===== config.mk =====
export PLATFORM = sky130hd
export DESIGN_NAME = frame_bank_sched
export DESIGN_NICKNAME = d
export VERILOG_FILES = /design/src/rtl/frame_pkg.sv /design/src/rtl/sat_counter.sv /design/src/rtl/frame_bank_sched.sv
export SDC_FILE = /design/constraint.sdc
export NUM_CORES = 1
export LEC_CHECK = 0
export BUFFER_PORTS_ARGS = -buffer_cell sky130_fd_sc_hd__buf_4
export CORE_MARGIN = 2
export CORE_UTILIZATION = 58
export CTS_CLUSTER_SIZE = 10
export DETAILED_ROUTE_END_ITERATION = 7
export PLACE_DENSITY = 0.92
export SLEW_MARGIN = 10
export SYNTH_ARGS = -nofsm -noshare
export SYNTH_HDL_FRONTEND = slang
export SYNTH_SLANG_ARGS = --single-unit

===== constraint.sdc =====
create_clock -name pclk -period 3.04 [get_ports pclk]
set_clock_uncertainty 0.05 [all_clocks]
set_input_delay 0.456 -clock pclk [delete_from_list [all_inputs] [get_ports pclk]]
set_output_delay 0.456 -clock pclk [all_outputs]
set_load 0.02 [all_outputs]

===== src/rtl/frame_pkg.sv =====
// Shared types and default geometry for the capture / transmit frame path.
package frame_pkg;

    localparam int FRAME_PIXELS_DEF = 76800;
    localparam int ADDR_W_DEF       = 24;

    typedef enum logic [1:0] {
        B_FREE    = 2'd0,
        B_WRITING = 2'd1,
        B_FULL    = 2'd2,
        B_READING = 2'd3
    } bank_state_t;

    typedef enum logic {
        W_IDLE    = 1'b0,
        W_CAPTURE = 1'b1
    } wr_state_t;

    typedef enum logic {
        R_IDLE = 1'b0,
        R_BUSY = 1'b1
    } rd_state_t;

endpackage


===== src/rtl/sat_counter.sv =====
// Event counter that holds at all ones instead of wrapping.
module sat_counter #(
    parameter int CNT_W = 16
) (
    input  logic             clk,
    input  logic             rstb,
    input  logic             inc,
    output logic [CNT_W-1:0] count
);

    always_ff @(posedge clk) begin
        if (!rstb) begin
            count <= '0;
        end else if (inc && (count != '1)) begin
            count <= count + CNT_W'(1);
        end
    end

endmodule


===== src/rtl/frame_bank_sched.sv =====
// Ping-pong bank scheduler between the pixel capture stream and the frame transmitter.
// state      | meaning
// W_IDLE     | waiting for start_frame; applies decimation and bank choice
// W_CAPTURE  | writing pixels of the current frame into wr_bank
// R_IDLE     | no bank offered; picks the oldest FULL bank
// R_BUSY     | rd_bank offered/being read until rd_done
module frame_bank_sched
    import frame_pkg::*;
#(
    parameter int FRAME_PIXELS = FRAME_PIXELS_DEF,
    parameter int ADDR_W       = ADDR_W_DEF,
    parameter int SKIP_W       = 4,
    parameter int CNT_W        = 16
) (
    input  logic              pclk,
    input  logic              rstb,
    input  logic              start_frame,
    input  logic              wr_ena,
    input  logic [ADDR_W-1:0] wr_addr,
    input  logic [SKIP_W-1:0] frame_skip,
    output logic              bram_we,
    output logic [ADDR_W:0]   bram_waddr,
    output logic              capturing,
    output logic              frame_ready,
    output logic              rd_bank,
    input  logic              rd_done,
    output logic [CNT_W-1:0]  frames_dropped,
    output logic [CNT_W-1:0]  frames_aborted
);

    localparam int PIX_W = $clog2(FRAME_PIXELS + 1);
    localparam logic [PIX_W-1:0] LAST_PIX = PIX_W'(FRAME_PIXELS - 1);

    wr_state_t   wr_state, wr_state_nxt;
    rd_state_t   rd_state, rd_state_nxt;
    bank_state_t bank_st [2];
    bank_state_t bank_nxt [2];

    logic              wr_bank, wr_bank_nxt;
    logic              last_wr_bank, last_wr_bank_nxt;
    logic              first_full, first_full_nxt;
    logic              rd_bank_nxt;
    logic [SKIP_W-1:0] skip_cnt, skip_nxt;
    logic [PIX_W-1:0]  pix_cnt, pix_nxt;

    logic              accept, abort, drop, eval_start;
    logic              sel_ok, sel_bank, rd_sel_ok, rd_sel;
    logic              bram_we_nxt;
    logic [ADDR_W:0]   bram_waddr_nxt;

    always_ff @(posedge pclk) begin
        if (!rstb) begin
            wr_state     <= W_IDLE;
            rd_state     <= R_IDLE;
            bank_st[0]   <= B_FREE;
            bank_st[1]   <= B_FREE;
            wr_bank      <= 1'b0;
            last_wr_bank <= 1'b1;
            first_full   <= 1'b0;
            rd_bank      <= 1'b0;
            skip_cnt     <= '0;
            pix_cnt      <= '0;
            bram_we      <= 1'b0;
            bram_waddr   <= '0;
        end else begin
            wr_state     <= wr_state_nxt;
            rd_state     <= rd_state_nxt;
            bank_st[0]   <= bank_nxt[0];
            bank_st[1]   <= bank_nxt[1];
            wr_bank      <= wr_bank_nxt;
            last_wr_bank <= last_wr_bank_nxt;
            first_full   <= first_full_nxt;
            rd_bank      <= rd_bank_nxt;
            skip_cnt     <= skip_nxt;
            pix_cnt      <= pix_nxt;
            bram_we      <= bram_we_nxt;
            bram_waddr   <= bram_waddr_nxt;
        end
    end

    always_comb begin
        wr_state_nxt     = wr_state;
        rd_state_nxt     = rd_state;
        bank_nxt[0]      = bank_st[0];
        bank_nxt[1]      = bank_st[1];
        wr_bank_nxt      = wr_bank;
        last_wr_bank_nxt = last_wr_bank;
        first_full_nxt   = first_full;
        rd_bank_nxt      = rd_bank;
        skip_nxt         = skip_cnt;
        pix_nxt          = pix_cnt;
        accept           = 1'b0;
        abort            = 1'b0;
        drop             = 1'b0;
        eval_start       = 1'b0;
        sel_ok           = 1'b0;
        sel_bank         = 1'b0;
        rd_sel_ok        = 1'b0;
        rd_sel           = 1'b0;

        unique case (wr_state)
            W_IDLE: eval_start = start_frame;
            W_CAPTURE: begin
                if (start_frame) begin
                    abort             = 1'b1;
                    eval_start        = 1'b1;
                    bank_nxt[wr_bank] = B_FREE;
                    wr_state_nxt      = W_IDLE;
                end else if (wr_ena) begin
                    accept  = 1'b1;
                    pix_nxt = pix_cnt + PIX_W'(1);
                    if (pix_cnt == LAST_PIX) begin
                        bank_nxt[wr_bank] = B_FULL;
                        last_wr_bank_nxt  = wr_bank;
                        wr_state_nxt      = W_IDLE;
                        if (bank_st[~wr_bank] != B_FULL) begin
                            first_full_nxt = wr_bank;
                        end
                    end
                end
            end
        endcase

        // An aborted bank is already FREE in bank_nxt, so the restart may reuse it.
        if (eval_start) begin
            if (skip_cnt == '0) begin
                skip_nxt = frame_skip;
                if (bank_nxt[~last_wr_bank] == B_FREE) begin
                    sel_ok   = 1'b1;
                    sel_bank = ~last_wr_bank;
                end else if (bank_nxt[last_wr_bank] == B_FREE) begin
                    sel_ok   = 1'b1;
                    sel_bank = last_wr_bank;
                end
                if (sel_ok) begin
                    wr_state_nxt       = W_CAPTURE;
                    wr_bank_nxt        = sel_bank;
                    bank_nxt[sel_bank] = B_WRITING;
                    pix_nxt            = '0;
                end else begin
                    drop = 1'b1;
                end
            end else begin
                skip_nxt = skip_cnt - SKIP_W'(1);
            end
        end

        unique case (rd_state)
            R_IDLE: begin
                if (bank_st[0] == B_FULL && bank_st[1] == B_FULL) begin
                    rd_sel_ok = 1'b1;
                    rd_sel    = first_full;
                end else if (bank_st[0] == B_FULL) begin
                    rd_sel_ok = 1'b1;
                    rd_sel    = 1'b0;
                end else if (bank_st[1] == B_FULL) begin
                    rd_sel_ok = 1'b1;
                    rd_sel    = 1'b1;
                end
                if (rd_sel_ok) begin
                    bank_nxt[rd_sel] = B_READING;
                    rd_bank_nxt      = rd_sel;
                    rd_state_nxt     = R_BUSY;
                end
            end
            R_BUSY: begin
                if (rd_done) begin
                    bank_nxt[rd_bank] = B_FREE;
                    rd_state_nxt      = R_IDLE;
                end
            end
        endcase
    end

    always_comb begin
        bram_we_nxt    = accept;
        bram_waddr_nxt = accept ? {wr_bank, wr_addr} : bram_waddr;
        capturing      = (wr_state == W_CAPTURE);
        frame_ready    = (rd_state == R_BUSY);
    end

    sat_counter #(.CNT_W(CNT_W)) u_drop_cnt (
        .clk   (pclk),
        .rstb  (rstb),
        .inc   (drop),
        .count (frames_dropped)
    );

    sat_counter #(.CNT_W(CNT_W)) u_abort_cnt (
        .clk   (pclk),
        .rstb  (rstb),
        .inc   (abort),
        .count (frames_aborted)
    );

endmodule


==> results of run 1 <==
-- metal layers --
layer / vias to the layer above / part of all wire [%] / GRT usage [%]
met2: 136 / 49 / 42.65
li1: 1875 / - / -
met5: - / 0 / 0
met1: 1759 / 42 / 29.88
met3: 26 / 6.5 / 4.757
met4: 0 / 2.2 / 12.26
-- layout make-up --
| cell class | count | area (um2) | share of cell area, % |
|---|---|---|---|
| Clock buffer | 9 | 123.9 | 2.441 |
| Sequential cell | 89 | 1782 | 35.12 |
| Tap cell | 96 | 120.1 | 2.367 |
| Multi-Input combinational cell | 371 | 2222 | 43.80 |
| Inverter | 10 | 37.54 | 0.7398 |
| Clock inverter | 7 | 67.56 | 1.332 |
| Timing Repair Buffer | 96 | 720.7 | 14.20 |
-- worst min-delay path: stages --
cell     delay [ns]
buf_4          0.11
nand2_1        0.04
a21oi_1        0.05
-- power by group through the flow --
stage | combinational, mW | clock, mW | sequential, mW
after CTS | 0.197 | 0.801 | 1.21
after global placement | 0.190 | 0 | 1.24
after global routing | 0.217 | 0.854 | 1.22
after detailed placement | 0.196 | 0 | 1.24
after floorplan | 0.117 | 0 | 1.24
final | 0.196 | 0.795 | 1.21
-- registers in the layout (all words and copies together) (netlist names) --
register           count
bram_waddr            25
first_full             1
skip_cnt               4
wr_bank                1
capturing              1
frame_ready            1
bank_st                4
bram_we                1
u_drop_cnt.count      16
u_abort_cnt.count     16
last_wr_bank           1
pix_cnt               17
rd_bank                1
-- metrics by stage --
| stage | utilization [%] | hold slack (ns) | setup slack [ns] |
|---|---|---|---|
| 2_1_floorplan | - | 0.4102 | 1.201 |
| 3_3_place_gp | 71.47 | 0.3925 | 0.8706 |
| 3_5_place_dp | 71.47 | 0.3989 | 0.7994 |
| 4_1_cts | 74.27 | 0.2654 | 0.7706 |
| 5_1_grt | 74.27 | 0.2680 | 0.5968 |
| 6_report | 74.27 | 0.2696 | 0.7606 |
-- cells in the final DEF (no fill, tap or decap), types with 4 or more instances in the layout --
master / instances
nand2b_1: 9
dfxtp_1: 89
mux2i_1: 7
inv_1: 10
o21ai_1: 4
a21oi_1: 39
and4_1: 5
nor3_1: 12
buf_4: 96
ha_1: 4
clkbuf_8: 9
o21ai_0: 8
and2_1: 5
nor4_1: 4
nand3_1: 20
xor2_1: 22
nand4_1: 12
nand2_1: 89
nor2_1: 62
a211oi_1: 4
xnor2_1: 12
-- worst max-delay path by stage --
stage / to / cells past startpoint
floorplan: u_drop_cnt.count[0]$_SDFFE_PN0P_ / 6
global placement: pix_cnt[14]$_SDFF_PN0_ / 6
detailed placement: bank_st[0][0]$_SDFF_PN0_ / 5
CTS: pix_cnt[16]$_SDFF_PN0_ / 5
global route: pix_cnt[16]$_SDFF_PN0_ / 5
finish: pix_cnt[9]$_SDFF_PN0_ / 5
-- cells by family (layout without fill, tap and decap cells) --
family	count (synthesis)	count (layout)	share of synthesized area, %
adders and majority gates	4	4	1.211
muxes	7	7	1.695
AOI/OAI and AO/OA	79	79	12.14
buffers and inverters	31	122	3.118
xor gates and xnor gates	34	34	7.205
DFF	89	89	43.11
and+or+nand+nor	247	247	31.52
==> impl_metrics.csv, run 1 <==
group,metric,value,unit
outcome,status,"finished, final reports clean",
power,p_total,2.203,mW
placement,detailed_place.area,4882,um2
logic_synthesis,synth_common_cells,"89 x dfxtp_1, 89 x nand2_1, 62 x nor2_1",
critical_path,crit_family,"simple AND/OR/NAND/NOR gates",
critical_path,worstSetupPathType,"flip-flop to flip-flop",
logic_synthesis,synth_area_leaders,"dfxtp_1 43%, nand2_1 8.1%, nor2_1 5.6%",
logic_synthesis,synthCells,491,
power,comb_power_share,8.9,%
critical_path,required,3.25,ns
power,vdd_drop_max,0.2879,mV
grt,grt-ovfl-total,0,
floorplanning,chipHeight,88.41,um
timing,clock.fmax,0.4387,GHz
logic_synthesis,synthFlopType,"dfxtp_1",
critical_path,crit_slowest_cell,"dfxtp_1",
critical_path,cpPeakStageDelay,0.67,ns
logic_synthesis,synth_fp_nets,528,
layout,antenna_cells,0,
layout,syn_to_final_growth,22.77,%
clock_network,post_cts_resized,0,
clock_network,postCtsSetupBuffers,0,
logic_synthesis,ys_types,60,
logic_synthesis,async_reset_ff_share,0,%
timing,max_slew_margin,62.39,%
power,cellInternalPower,1.593,mW
layout,design_area,5074,um2
layout,drive_gt1_share,22.34,%
layout,nFillCells,503,
drt,wl_per_cell,14.16,um
grt,grt_pass1_wl,15370,um
timing,drv_slew,0,
drt,ant_nets,0,
critical_path,reg2reg_depth,5,
clock_network,clk_pin_slew,0.11,ns
critical_path,ff2ff_setup_slack,0.76,ns
grt,track_usage,24.87,%
critical_path,crit_path_end_kind,"flip-flop",
timing,period_share,74.98,%
drt,firstDrtPassIters,4,
floorplanning,ios,94,
critical_path,worstPathArrival,2.49,ns
drt,drc_errors,0,
clock_network,cts_tree,"built",
floorplanning,core-area,6832,um2
critical_path,r2r_start,"capturing$_SDFF_PN0_",
placement,dpl.cell_count,662,
floorplanning,placementRows,30,
grt,grt_antenna_before_repair,0,
timing,hold_viol_final,0,
critical_path,r2r_end,"pix_cnt[9]$_SDFF_PN0_",
power,p_per_area,434.2,nW/um2
timing,setup_viol,0,
critical_path,crit_buf_inv,0,
min_path,hold_depth,3,
logic_synthesis,synth-edff-count,0,
placement,place_hpwl,6752,um
clock_network,htreeDepth,3,
grt,grt_pass1_vias,3491,
clock_network,cts_sinks,89,
critical_path,worstPathMaxFanout,33,
drt,wl,9599,um
clock_network,clk_path_buf_depth,2,
clock_network,numCtsBuffers,9,
logic_synthesis,synth_warnings,0,
power,swShare,27.69,%
logic_synthesis,synth_top_area_share,43.11,%
layout,fin_nets,614,
layout,layout.cells.non_filler,678,
min_path,min_path_type,"input port to flip-flop",
drt,via_count,3796,
run,max-cap-violations,0,
logic_synthesis,synth_top_area_cell,"dfxtp_1",
min_path,min_to,"bram_waddr[16]$_SDFFE_PN0P_",
grt,grt_max_degree,54,
placement,place.gp.congestion,0.8512,
logic_synthesis,syn-cell-area,4133,um2
timing,tightestPinTransition,0.5590,ns
power,p_seq_share,55.0,%
critical_path,startpoint,"capturing$_SDFF_PN0_",
logic_synthesis,seq_area_frac_synth,43.11,%
floorplanning,die_area,7816,um2
min_path,worstHoldStart,"wr_addr[16]",
clock_network,ctsHoldBuffers,0,
timing,fin_tns_setup,0,ns
power,p_switching,0.6101,mW
critical_path,crit_chain,"nand3b_4, or2_1, nor4_2, xnor2_1, nor2_1",
drt,drtIter0Drc,222,
clock_network,worstSkewPairLatency,0.37,ns
floorplanning,start_util,60.49,%
clock_network,root_buffer,"clkbuf_8",
placement,portBuffers,93,
logic_synthesis,synth_seq_cells,89,
floorplanning,die_w,88.41,um
logic_synthesis,syn_area_per_cell,8.417,um2
timing,fin_crit,2.279,ns
power,p_leak,1.986,nW
timing,rsz0062_at_grt,"false",
critical_path,start_kind,"flip-flop",
power,clockPowerShare,36.1,%
drt,via_per_inst,5.599,
Power figures use the tool's default switching activity.
==> run 2: changes to the inputs <==
CORE_UTILIZATION = 49   (was 58)
PLACE_DENSITY = 0.83   (was 0.92)
clock period = 2 ns   (was 3.04 ns; I/O delays follow)
==> run 2 against run 1 <==
Clock power increased by 51%; via count grew 1.4%; critical path depth rose by 3; cell count is 3.4% higher; register-to-register slack got worse by 0.63 ns; sequential power up 52%; critical endpoint is now u_drop_cnt.count[14]$_SDFFE_PN0P_.
==> impl_metrics.csv, run 2 (synthesized netlist as in run 1, its figures left out) <==
group,metric,value,unit
layout,design_area,5216,um2
clock_network,worstSkewPairLatency,0.37,ns
floorplanning,core-area,8175,um2
timing,fin_hold_ws,0.1219,ns
placement,place_hpwl,7019,um
critical_path,crit_chain,"inv_1, ha_2, nand4bb_4, nor4_4, buf_4, nand3_1, nor3b_2, nor3_1",
clock_network,htreeDepth,3,
layout,regMostFlops,"bram_waddr",
run,max-cap-violations,0,
drt,wl_per_cell,13.88,um
layout,antenna_cells,0,
outcome,status,"finished, final reports clean",
clock_network,clk_pin_slew,0.10,ns
floorplanning,die_w,95.84,um
timing,tightestPinTransition,0.5233,ns
min_path,min_path_type,"input port to flip-flop",
layout,drive_gt1_share,24.83,%
power,clockPowerShare,35.9,%
critical_path,required,2.21,ns
grt,grt_pass1_wl,15500,um
critical_path,crit_path_end_kind,"flip-flop",
grt,grt-ovfl-total,0,
layout,layout_common_cells,"110 x buf_4, 89 x nand2_1, 89 x dfxtp_1, 62 x nor2_1, 39 x a21oi_1",
drt,ant_nets,0,
timing,setup_viol,0,
power,cellInternalPower,2.425,mW
clock_network,root_buffer,"clkbuf_8",
critical_path,crit_family,"simple AND/OR/NAND/NOR gates",
floorplanning,start_util,50.55,%
floorplanning,chipHeight,95.84,um
timing,fin_tns_setup,0,ns
drt,firstDrtPassIters,4,
clock_network,cts_sinks,89,
drt,via_per_inst,5.494,
floorplanning,ios,94,
clock_network,clk_path_buf_depth,2,
grt,grt_max_degree,26,
floorplanning,placementRows,33,
placement,portBuffers,93,
floorplanning,die_area,9184,um2
grt,grt_pass1_vias,3522,
drt,drc_errors,0,
layout,fin_nets,628,
power,comb_power_share,9.2,%
timing,max_slew_margin,64.74,%
layout,syn_to_final_growth,26.22,%
placement,detailed_place.area,4991,um2
critical_path,worstPathMaxFanout,8,
critical_path,cpPeakStageDelay,0.36,ns
grt,grt_antenna_before_repair,0,
timing,clock.fmax,0.5356,GHz
layout,reg_top3,"bram_waddr (25), pix_cnt (17)",
power,p_leak,2.059,nW
drt,via_count,3851,
timing,period_share,93.35,%
timing,drv_slew,0,
timing,rsz0062_at_grt,"false",
power,vdd_drop_max,0.3351,mV
placement,place.gp.congestion,0.9180,
timing,hold_viol_final,0,
layout,final_common_cell,"buf_4",
layout,largest_reg_flops,25,
clock_network,numCtsBuffers,9,
critical_path,worstPathArrival,2.07,ns
drt,wl,9733,um
power,swShare,27.57,%
critical_path,worstSetupPathType,"flip-flop to flip-flop",
drt,drtIter0Drc,118,
power,p_switching,0.9231,mW
critical_path,start_kind,"flip-flop",
power,p_per_area,641.9,nW/um2
grt,track_usage,21.24,%
critical_path,crit_buf_inv,2,
clock_network,cts_tree,"built",
critical_path,crit_slowest_cell,"dfxtp_1",
power,p_seq_share,54.8,%
layout,final_util,63.80,%
timing,fin_crit,1.867,ns
power,p_total,3.348,mW
[run 2: cell count changes in the layout (fill, tap and decap cells not counted), sizes merged]
| cell | change |
|---|---|
| buf | +14 |
| inv | -1 |
| clkinv | +1 |
[run 2: repair_timing]
| item | CTS | global route |
|---|---|---|
| buffers inserted | 0 | 1 |
| setup endpoints to repair | 0 | 10 |
| hold buffers | 0 | 0 |
| gates resized for setup | 0 | 5 |
[run 2: cell type report]
class / instances / area (um2)
tap: 105 / 131.4
inverter: 10 / 37.54
sequential: 89 / 1782
clock buffer: 9 / 123.9
timing repair buffer: 110 / 825.8
fill: 696 / 2959
multi-input combinational: 371 / 2246
clock inverter: 7 / 70.07
[run 2: path summary, 6_finish.rpt]
path                                                   from                                end  slack, ns  cells past startpoint
worst max-delay path               skip_cnt[0]$_SDFFE_PN0P_  u_drop_cnt.count[14]$_SDFFE_PN0P_       0.13                      8
worst min-delay path                             wr_addr[5]         bram_waddr[5]$_SDFFE_PN0P_       0.12                      3
worst max register to register     skip_cnt[0]$_SDFFE_PN0P_  u_drop_cnt.count[14]$_SDFFE_PN0P_       0.13                      8
worst min register to register  bram_waddr[21]$_SDFFE_PN0P_        bram_waddr[21]$_SDFFE_PN0P_       0.41                      2
[run 2: worst reg2reg max path: cells and delay by family (launching register included)]
kind | cells | cell delay [ns]
buffers and inverters | 2 | 0.26
adders and majority gates | 1 | 0.23
DFF | 1 | 0.36
and+or+nand+nor | 5 | 0.85
[run 2: per-stage QoR]
step / instances / setup WS, ns
6_report: 701 / 0.1330
5_1_grt: 701 / 0.008342
4_1_cts: 700 / 0.03355
3_5_place_dp: 684 / 0.08781
3_3_place_gp: 684 / 0.1632
2_1_floorplan: 491 / 0.1608
[run 2: per-layer routing]
metal | GRT usage (%) | wire, um | up-vias
li1 | - | - | 1908
met1 | 26.43 | 4198 | 1806
met2 | 35.26 | 4783 | 115
met3 | 4.150 | 543 | 22
met4 | 10.24 | 207 | 0
met5 | 0 | 0 | -
[run 2: power by group through the flow]
stage / clock network, mW / logic [mW] / registers (mW)
3_3_place_gp: 0 / 0.302 / 1.87
5_1_grt: 1.32 / 0.339 / 1.84
4_1_cts: 1.23 / 0.308 / 1.84
6_report: 1.20 / 0.309 / 1.84
2_1_floorplan: 0 / 0.178 / 1.88
3_5_place_dp: 0 / 0.307 / 1.88
==> run 3: changes to the inputs <==
CORE_UTILIZATION = 54   (was 49)
PLACE_DENSITY = 0.87   (was 0.83)
clock period = 2.12 ns   (was 2 ns; I/O delays follow)
==> run 3 against run 2 <==
Cell count shrank 1.7%; setup slack improved by 0.063 ns; critical path depth decreased by 1; via count down 2.0%; critical path type unchanged.
==> impl_metrics.csv, run 3 (synthesized netlist as in run 1, its figures left out) <==
group,metric,value,unit
grt,grt-ovfl-total,0,
critical_path,required,2.33,ns
layout,final_common_cell,"buf_4",
clock_network,clk_pin_slew,0.09,ns
grt,track_usage,23.40,%
grt,grt_max_degree,26,
critical_path,r2r_start,"skip_cnt[0]$_SDFFE_PN0P_",
layout,reg_top3,"bram_waddr (25), pix_cnt (17)",
clock_network,postCtsSetupBuffers,0,
timing,tightestPinTransition,0.6459,ns
drt,via_count,3774,
floorplanning,start_util,56.37,%
drt,firstDrtPassIters,5,
floorplanning,placementRows,31,
critical_path,crit_end,"u_drop_cnt.count[12]$_SDFFE_PN0P_",
placement,portBuffers,93,
clock_network,clk_path_buf_depth,2,
drt,route.met3.wl,487,um
drt,ant_nets,0,
floorplanning,die_w,91.48,um
critical_path,r2r_end,"u_drop_cnt.count[12]$_SDFFE_PN0P_",
layout,largest_reg_flops,25,
critical_path,crit_slowest_cell,"nor4_4",
critical_path,crit_chain,"inv_1, ha_1, nand4bb_4, nor4_4, nand4_1, mux2i_1, nor2_1",
clock_network,worstSkewPairLatency,0.36,ns
power,p_seq_share,56.5,%
drt,drtIter0Drc,227,
drt,dr.max_layer_used,"met4",
power,swShare,26.29,%
critical_path,start_kind,"flip-flop",
critical_path,crit_buf_inv,1,
timing,fin_crit,1.924,ns
floorplanning,die_area,8369,um2
clock_network,post_cts_resized,0,
clock_network,numCtsBuffers,9,
critical_path,reg2reg_depth,7,
critical_path,worstPathMaxFanout,8,
clock_network,root_buffer,"clkbuf_8",
grt,grt_antenna_before_repair,0,
power,p_per_area,599.0,nW/um2
grt,grt_pass1_wl,16180,um
timing,fin_tns_setup,0,ns
layout,regMostFlops,"bram_waddr",
timing,hold_viol_final,0,
critical_path,cpPeakStageDelay,0.45,ns
critical_path,worstPathArrival,2.13,ns
timing,period_share,90.77,%
drt,via_per_inst,5.478,
clock_network,htreeDepth,3,
layout,antenna_cells,0,
clock_network,cts_sinks,89,
power,p_leak,2.013,nW
layout,layout_common_cells,"104 x buf_4, 89 x nand2_1, 89 x dfxtp_1, 62 x nor2_1, 39 x a21oi_1",
layout,drive_gt1_share,23.22,%
min_path,min_path_type,"input port to flip-flop",
drt,drc_errors,0,
clock_network,cts_tree,"built",
grt,grt_pass1_vias,3584,
outcome,status,"finished, final reports clean",
placement,place.gp.congestion,0.9233,
clock_network,ctsHoldBuffers,0,
placement,place_hpwl,6993,um
critical_path,startpoint,"skip_cnt[0]$_SDFFE_PN0P_",
layout,design_area,5116,um2
drt,wl_met2,4738,um
drt,wl_met1,4220,um
power,clockPowerShare,33.9,%
timing,setup_viol,0,
power,vdd_drop_max,0.2929,mV
timing,rsz0062_at_grt,"false",
power,p_switching,0.8057,mW
floorplanning,ios,94,
placement,detailed_place.area,4946,um2
layout,syn_to_final_growth,23.80,%
layout,fin_nets,622,
min_path,hold_depth,3,
timing,max_slew_margin,56.89,%
critical_path,ff2ff_setup_slack,0.20,ns
critical_path,crit_path_end_kind,"flip-flop",
drt,wl,9588,um
floorplanning,chipHeight,91.48,um
critical_path,worstSetupPathType,"flip-flop to flip-flop",
power,cellInternalPower,2.259,mW
power,comb_power_share,9.6,%
timing,clock.fmax,0.5197,GHz
drt,wl_per_cell,13.92,um
critical_path,cp.depth,7,
floorplanning,core-area,7331,um2
critical_path,crit_family,"simple AND/OR/NAND/NOR gates",
timing,drv_slew,0,
run,max-cap-violations,0,
power,p_total,3.065,mW
==> run 3: changes by cell type in the layout (fill, tap and decap cells not counted), sizes merged <==
cell | before | now
clkbuf | 9 | 10
inv | 14 | 12
clkinvlp | 1 | 2
buf | 110 | 104
==> run 3: layout make-up <==
| type | count | area (um2) |
|---|---|---|
| tap | 99 | 123.9 |
| sequential | 89 | 1782 |
| fill | 592 | 2215 |
| timing repair buffer | 104 | 780.7 |
| clock inverter | 6 | 42.54 |
| multi-input combinational | 371 | 2222 |
| inverter | 10 | 37.54 |
| clock buffer | 10 | 127.6 |
==> run 3: worst min path at each step <==
| stage | startpoint | endpoint |
|---|---|---|
| floorplan | wr_addr[0] | bram_waddr[0]$_SDFFE_PN0P_ |
| detailed placement | bram_waddr[23]$_SDFFE_PN0P_ | bram_waddr[23]$_SDFFE_PN0P_ |
| finish | wr_addr[9] | bram_waddr[9]$_SDFFE_PN0P_ |
| CTS | wr_addr[9] | bram_waddr[9]$_SDFFE_PN0P_ |
| global route | wr_addr[23] | bram_waddr[23]$_SDFFE_PN0P_ |
| global placement | bram_waddr[4]$_SDFFE_PN0P_ | bram_waddr[4]$_SDFFE_PN0P_ |
==> run 3: metal layers <==
layer  track usage (%)  up-vias
li1                  -     1892
met1             29.35     1752
met2             40.07      118
met3             3.900       12
met4             8.838        0
met5                 0        -
==> run 3: per-stage QoR <==
stage,std cells,hold WS [ns],utilization [%],worst slack (ns)
final,689,0.1487,69.79,0.1957
after global routing,689,0.1299,69.79,0.03683
after CTS,689,0.1348,69.79,0.1862
after detailed placement,673,0.3978,67.47,0.1926
after global placement,673,0.3930,67.47,0.2927
after floorplan,491,0.4040,-,0.2808
==> run 3: power groups by stage <==
| stage | registers (mW) | clock network [mW] | logic, mW |
|---|---|---|---|
| 2_1_floorplan | 1.78 | 0 | 0.168 |
| 3_3_place_gp | 1.77 | 0 | 0.288 |
| 3_5_place_dp | 1.77 | 0 | 0.293 |
| 4_1_cts | 1.73 | 1.06 | 0.295 |
| 5_1_grt | 1.74 | 1.13 | 0.329 |
| 6_report | 1.73 | 1.04 | 0.295 |
==> run 3: worst reg2reg max path: stages, from the launching register on <==
cell	delay, ns
dfxtp_1	0.35
inv_1	0.07
ha_1	0.27
nand4bb_4	0.20
nor4_4	0.46
nand4_1	0.19
mux2i_1	0.20
nor2_1	0.05
